`src/rtl/binary_to_tc_9_stream_if.sv`:
```
// Valid/ready stream bundle for the mod-9 binary to thermometer-code encoder:
// binary residue in, 8-bit thermometer code plus illegal-input flag out.
interface binary_to_tc_9_stream_if;
    logic       in_valid;
    logic       in_ready;
    logic [3:0] in_bin;
    logic       out_valid;
    logic       out_ready;
    logic [7:0] out_tc;
    logic       out_err;

    modport master (
        output in_valid, in_bin, out_ready,
        input  in_ready, out_valid, out_tc, out_err
    );

    modport slave (
        input  in_valid, in_bin, out_ready,
        output in_ready, out_valid, out_tc, out_err
    );
endinterface

```
`src/rtl/binary_to_tc_9_stream.sv`:
```
// Streaming mod-9 residue encoder: binary 0..8 to TC-9 thermometer code, with a
// 2-entry output FIFO and a sticky saturating count of illegal inputs.
module binary_to_tc_9_stream #(
    parameter int ERR_CNT_W = 8
) (
    input  logic                       clk,
    input  logic                       rst,
    binary_to_tc_9_stream_if.slave     bus,
    output logic [ERR_CNT_W-1:0]       err_cnt,
    input  logic                       clr_err
);

    typedef struct packed {
        logic       err;
        logic [7:0] tc;
    } entry_t;

    // Residues 9..15 are not valid mod-9 values: flag them and emit an all-zero code.
    function automatic entry_t encode(input logic [3:0] bin);
        entry_t e;
        e.err = 1'b0;
        e.tc  = 8'h00;
        if (bin <= 4'd8) begin
            for (int i = 0; i < 8; i++) begin
                e.tc[i] = (bin > 4'(i));
            end
        end else begin
            e.err = 1'b1;
        end
        return e;
    endfunction

    entry_t                 head_r, tail_r, head_n, tail_n, new_s;
    logic [1:0]             count_r, count_n;
    logic [ERR_CNT_W-1:0]   err_cnt_r, err_cnt_n;
    logic                   in_ready_s, push_s, pop_s;

    // Handshake decode; readiness depends only on stored occupancy.
    always_comb begin
        in_ready_s = (count_r < 2'd2) && !rst;
        push_s     = bus.in_valid && in_ready_s;
        pop_s      = (count_r != 2'd0) && bus.out_ready;
        new_s      = encode(bus.in_bin);
    end

    // FIFO and error-counter next state.
    always_comb begin
        head_n    = head_r;
        tail_n    = tail_r;
        count_n   = count_r;
        err_cnt_n = err_cnt_r;
        if (push_s && pop_s) begin
            // Only reachable with one entry held: the new word becomes the head.
            head_n = new_s;
        end else if (push_s) begin
            if (count_r == 2'd0) begin
                head_n = new_s;
            end else begin
                tail_n = new_s;
            end
            count_n = count_r + 2'd1;
        end else if (pop_s) begin
            head_n  = tail_r;
            tail_n  = '0;
            count_n = count_r - 2'd1;
        end else begin
            count_n = count_r;
        end

        if (clr_err) begin
            err_cnt_n = '0;
        end else if (push_s && new_s.err && (err_cnt_r != {ERR_CNT_W{1'b1}})) begin
            err_cnt_n = err_cnt_r + ERR_CNT_W'(1);
        end else begin
            err_cnt_n = err_cnt_r;
        end
    end

    // State registers.
    always_ff @(posedge clk or posedge rst) begin
        if (rst) begin
            head_r    <= '0;
            tail_r    <= '0;
            count_r   <= 2'd0;
            err_cnt_r <= '0;
        end else begin
            head_r    <= head_n;
            tail_r    <= tail_n;
            count_r   <= count_n;
            err_cnt_r <= err_cnt_n;
        end
    end

    assign bus.in_ready  = in_ready_s;
    assign bus.out_valid = (count_r != 2'd0);
    assign bus.out_tc    = head_r.tc;
    assign bus.out_err   = head_r.err;
    assign err_cnt       = err_cnt_r;

endmodule

```
`src/flat_wrapper.sv`:
```
// flat-port wrapper written by rule: the top's interface ports become plain ports
module binary_to_tc_9_stream_flat 
#(
    parameter int ERR_CNT_W = 8
)
  (clk, rst, err_cnt, clr_err, bus_in_valid, bus_in_bin, bus_out_ready, bus_in_ready, bus_out_valid, bus_out_tc, bus_out_err);
  binary_to_tc_9_stream_if bus_i ();
  input  logic clk;
  input  logic rst;
  output logic [ERR_CNT_W-1:0] err_cnt;
  input  logic clr_err;
  input wire logic [$bits(bus_i.in_valid)-1:0] bus_in_valid;
  input wire logic [$bits(bus_i.in_bin)-1:0] bus_in_bin;
  input wire logic [$bits(bus_i.out_ready)-1:0] bus_out_ready;
  output wire logic [$bits(bus_i.in_ready)-1:0] bus_in_ready;
  output wire logic [$bits(bus_i.out_valid)-1:0] bus_out_valid;
  output wire logic [$bits(bus_i.out_tc)-1:0] bus_out_tc;
  output wire logic [$bits(bus_i.out_err)-1:0] bus_out_err;
  assign bus_i.in_valid = bus_in_valid;
  assign bus_i.in_bin = bus_in_bin;
  assign bus_i.out_ready = bus_out_ready;
  assign bus_in_ready = bus_i.in_ready;
  assign bus_out_valid = bus_i.out_valid;
  assign bus_out_tc = bus_i.out_tc;
  assign bus_out_err = bus_i.out_err;
  binary_to_tc_9_stream #(.ERR_CNT_W(ERR_CNT_W)) u_core (.clk(clk), .rst(rst), .bus(bus_i), .err_cnt(err_cnt), .clr_err(clr_err));
endmodule
```
`config.mk`:
```
export PLATFORM = sky130hd
export DESIGN_NAME = binary_to_tc_9_stream_flat
export DESIGN_NICKNAME = d
export VERILOG_FILES = /design/src/rtl/binary_to_tc_9_stream_if.sv /design/src/rtl/binary_to_tc_9_stream.sv /design/src/flat_wrapper.sv
export SDC_FILE = /design/constraint.sdc
export NUM_CORES = 1
export LEC_CHECK = 0
export ABC_CLOCK_PERIOD_IN_PS = 4270
export CAP_MARGIN = 20
export CORE_MARGIN = 2
export CORE_UTILIZATION = 52
export CTS_BUF_LIST = sky130_fd_sc_hd__clkbuf_2
export CTS_CLUSTER_DIAMETER = 120
export DETAILED_ROUTE_END_ITERATION = 6
export PLACE_DENSITY = 0.8
export SLEW_MARGIN = 0
export SYNTH_ARGS = -nofsm -noshare
export SYNTH_HDL_FRONTEND = slang
export SYNTH_SLANG_ARGS = --single-unit
```
`constraint.sdc`:
```
create_clock -name clk -period 4.27 [get_ports clk]
set_input_delay 0.854 -clock clk [delete_from_list [all_inputs] [get_ports clk]]
set_output_delay 0.854 -clock clk [all_outputs]
set_load 0.02 [all_outputs]
```
==> results.toml <==
[routing]
vias = 1199
wl_per_cell_um = 14.2
drc_errors = 0
drtAntennaViolNets = 0
viasPerCell = 5.82
drt-pass1-iter-count = 4
first_iter_violations = 41
wl_mm = 2.92

[clock_tree]
cts.repair.resized = 0
path_clk_slew_ps = 230
cts_buffer_depth = 2
cts_tree = "built"
numClockSinks = 28
insertion_delay_ps = 360
clockRootBuffer = "clkbuf_2"
htreeDepth = 1
postCtsSetupBuffers = 0
cts_buffers = 3
hold_buffers = 0

[critical_path]
startpoint_type = "input port"
worstPathMaxFanout = 4
slowest_stage = "clkdlybuf4s50_1"
reg2reg_depth = 5
end_kind = "output port"
path_delay_family = "buffers and inverters"
crit_path_frequent_cell = "clkdlybuf4s50_1"
crit-reg2reg-launch = "u_core.count_r[1]$_DFFE_PP0P_"
worst_ep_required_time_ps = 3420
cp.arrival_ps = 2020
cpPeakStageDelay_ps = 610
worstSetupPathType = "in -> out"
crit_chain = "clkdlybuf4s50_1 -> nor2_1 -> clkdlybuf4s50_1"
cp.buffers_inverters = 2
path_depth = 3
regToRegSetupSlack_ps = 2010
r2r-end = "u_core.tail_r[4]$_DFFE_PP0P_"

[yosys]
synth.area.top_cells = "dfrtp_1 (48%), nor2_1 (4.9%), nand2_1 (4.4%), o21ai_0 (3.4%), a21oi_1 (2.8%)"
synth_cell_type_count = 40
yosys_warnings = 0
yosysMostFrequentCell = "dfrtp_1"
synth-adder-area-share_pct = 2.59
synth_xor_area_share_pct = 2.41
synth_top_area_cell = "dfrtp_1"
synth-edff-count = 0
syn_area_um2 = 1450
muxShareOfSynthArea_pct = 2.84
synth_ff_type = "dfrtp_1"
syn_area_per_cell_um2 = 9.49
synth_simple_gate_area_share_pct = 19.8
ys_seq_area_share_pct = 48.3
synthTopCellsByCount = "dfrtp_1 (28), nor2_1 (19), nand2_1 (17)"
asyncSetResetFlopFracSynth_pct = 100
synth_cells = 153
synth_seq_cells = 28
synth_compound_area_share_pct = 19.0
synth.top_cell.area_share_pct = 48.3
syn-num-nets = 165
synth_top_family_by_area = "simple AND/OR/NAND/NOR gates"

[sta]
rsz0062_at_grt = "no"
min_period_over_period_pct = 67.4
maxSlewViolCount = 0
finClkSkew_ps = 29.9
fmax_ghz = 0.348
hold_viol_final = 0
setup_viol = 0
min_period_ps = 2880
relSlewSlack_pct = 60.1
tns_ps = 0
worst_pin_slew_ps = 598

[worst_hold_path]
min_to = "u_core.tail_r[3]$_DFFE_PP0P_"
hold_class = "reg -> reg"
hold_depth = 1
min_from = "u_core.tail_r[3]$_DFFE_PP0P_"

[cells_and_area]
syn_to_final_growth_pct = 21.3
nets = 189
final_cells = 206
final_layout_size_suffix_gt1_share_pct = 6.86
antenna_cells = 0

[die]
rows = 19
die_y_um = 56.8
core_area_um2 = 2710
die_area_um2 = 3230
start_util_pct = 53.6
die-width_um = 56.8
io_pins = 28

[pwr]
power_leakage_uw = 0.000763
ir_drop_mv = 0.351
p_per_area_nw_per_um2 = 446

[global_routing]
grt_util_met2_pct = 33.6
overflow = 0
grt_util_met3_pct = 2.07
globalRouteMet1Util_pct = 25.3
busiest_layer = "met2"
antenna_found_initial = 0
grt_pass1_vias = 1140
grt_max_degree = 29
grt_usage_pct = 19.3
grt_first_pass_wirelength_mm = 4.95

[placement]
dp_hpwl_mm = 2.15
port_buffers = 27
dp_cells = 202
place_congestion = 0.819

[job]
maxCapViolations = 0

[outcome]
outcome = "completed"
==> layout by cell type (no fill, tap or decap) <==
master	instances
a21o_1	1
a21oi_1	8
a22o_1	4
a31oi_1	4
and3_1	1
buf_16	1
clkbuf_2	3
clkdlybuf4s50_1	27
clkinv_4	1
dfrtp_1	28
ha_1	3
inv_1	6
mux2_2	1
mux2i_1	3
nand2_1	17
nand2b_1	2
nand3_1	5
nand4_1	1
nor2_1	19
nor3_1	1
nor3b_2	1
nor4_1	1
nor4b_1	1
o2111ai_1	2
o211ai_4	1
o21ai_0	10
o21ai_2	1
o21bai_1	1
o22ai_1	2
o31a_1	2
o31ai_1	3
o32a_1	1
or2_1	1
or2_2	1
or3_1	4
or3b_4	1
or4_1	1
or4b_4	1
xor2_1	4
==> power breakdown <==
part           internal [uW]  switching (uW)
registers                322            36.9
logic                    150             182
clock network           19.1            75.0
==> cell families (layout without fill, tap and decap cells) <==
kind of cell	after synthesis	in the layout
AND/OR/NAND/NOR	58	58
XOR/XNOR	4	4
multiplexers	4	4
AO/OA/AOI/OAI	40	40
adder cells (fa/ha/maj)	3	3
flip-flops	28	28
buffers and inverters	16	38
==> routing by layer <==
metal  vias to the layer above  part of all wire (%)
met5                         -                     0
met4                         0                   1.1
met3                         4                   3.4
met2                        32                    50
met1                       581                    46
li1                        582                     -
==> area by class of cell <==
type                    instances  area [um^2]
fillers                       228          950
flip-flops and latches         28          701
multi-input cells             109          677
repair buffers                 28          298
well taps                      31         38.8
inverters                       7         31.3
clock buffers                   3         15.0
==> registers in the layout, indices dropped and copies added, names as in the netlist <==
name and flops:
u_core.err_cnt 8, u_core.tail_r 9, u_core.count_r 2, u_core.bus.out_err 1, u_core.bus.out_tc 8
==> per-stage QoR <==
stage / hold slack, ps / setup WS [ps] / area [um^2] / util (%) / total power, uW
detailed placement: 468 / 1130 / 1720 / 63.4 / 698
global placement: 461 / 1220 / 1720 / 63.4 / 691
global route: 541 / 1310 / 1760 / 65.0 / 837
floorplan: 444 / 1660 / 1450 / - / 576
CTS: 519 / 1390 / 1730 / 63.9 / 791
finish: 513 / 1390 / 1760 / 65.0 / 785
==> worst max path at each step <==
stage | startpoint | endpoint
5_1_grt | rst | bus_in_ready
3_3_place_gp | rst | u_core.tail_r[5]$_DFFE_PP0P_
4_1_cts | rst | bus_in_ready
2_1_floorplan | rst | u_core.tail_r[0]$_DFFE_PP0P_
3_5_place_dp | rst | u_core.tail_r[4]$_DFFE_PP0P_
6_report | rst | bus_in_ready
No activity file was read; power rests on OpenSTA's default activity.
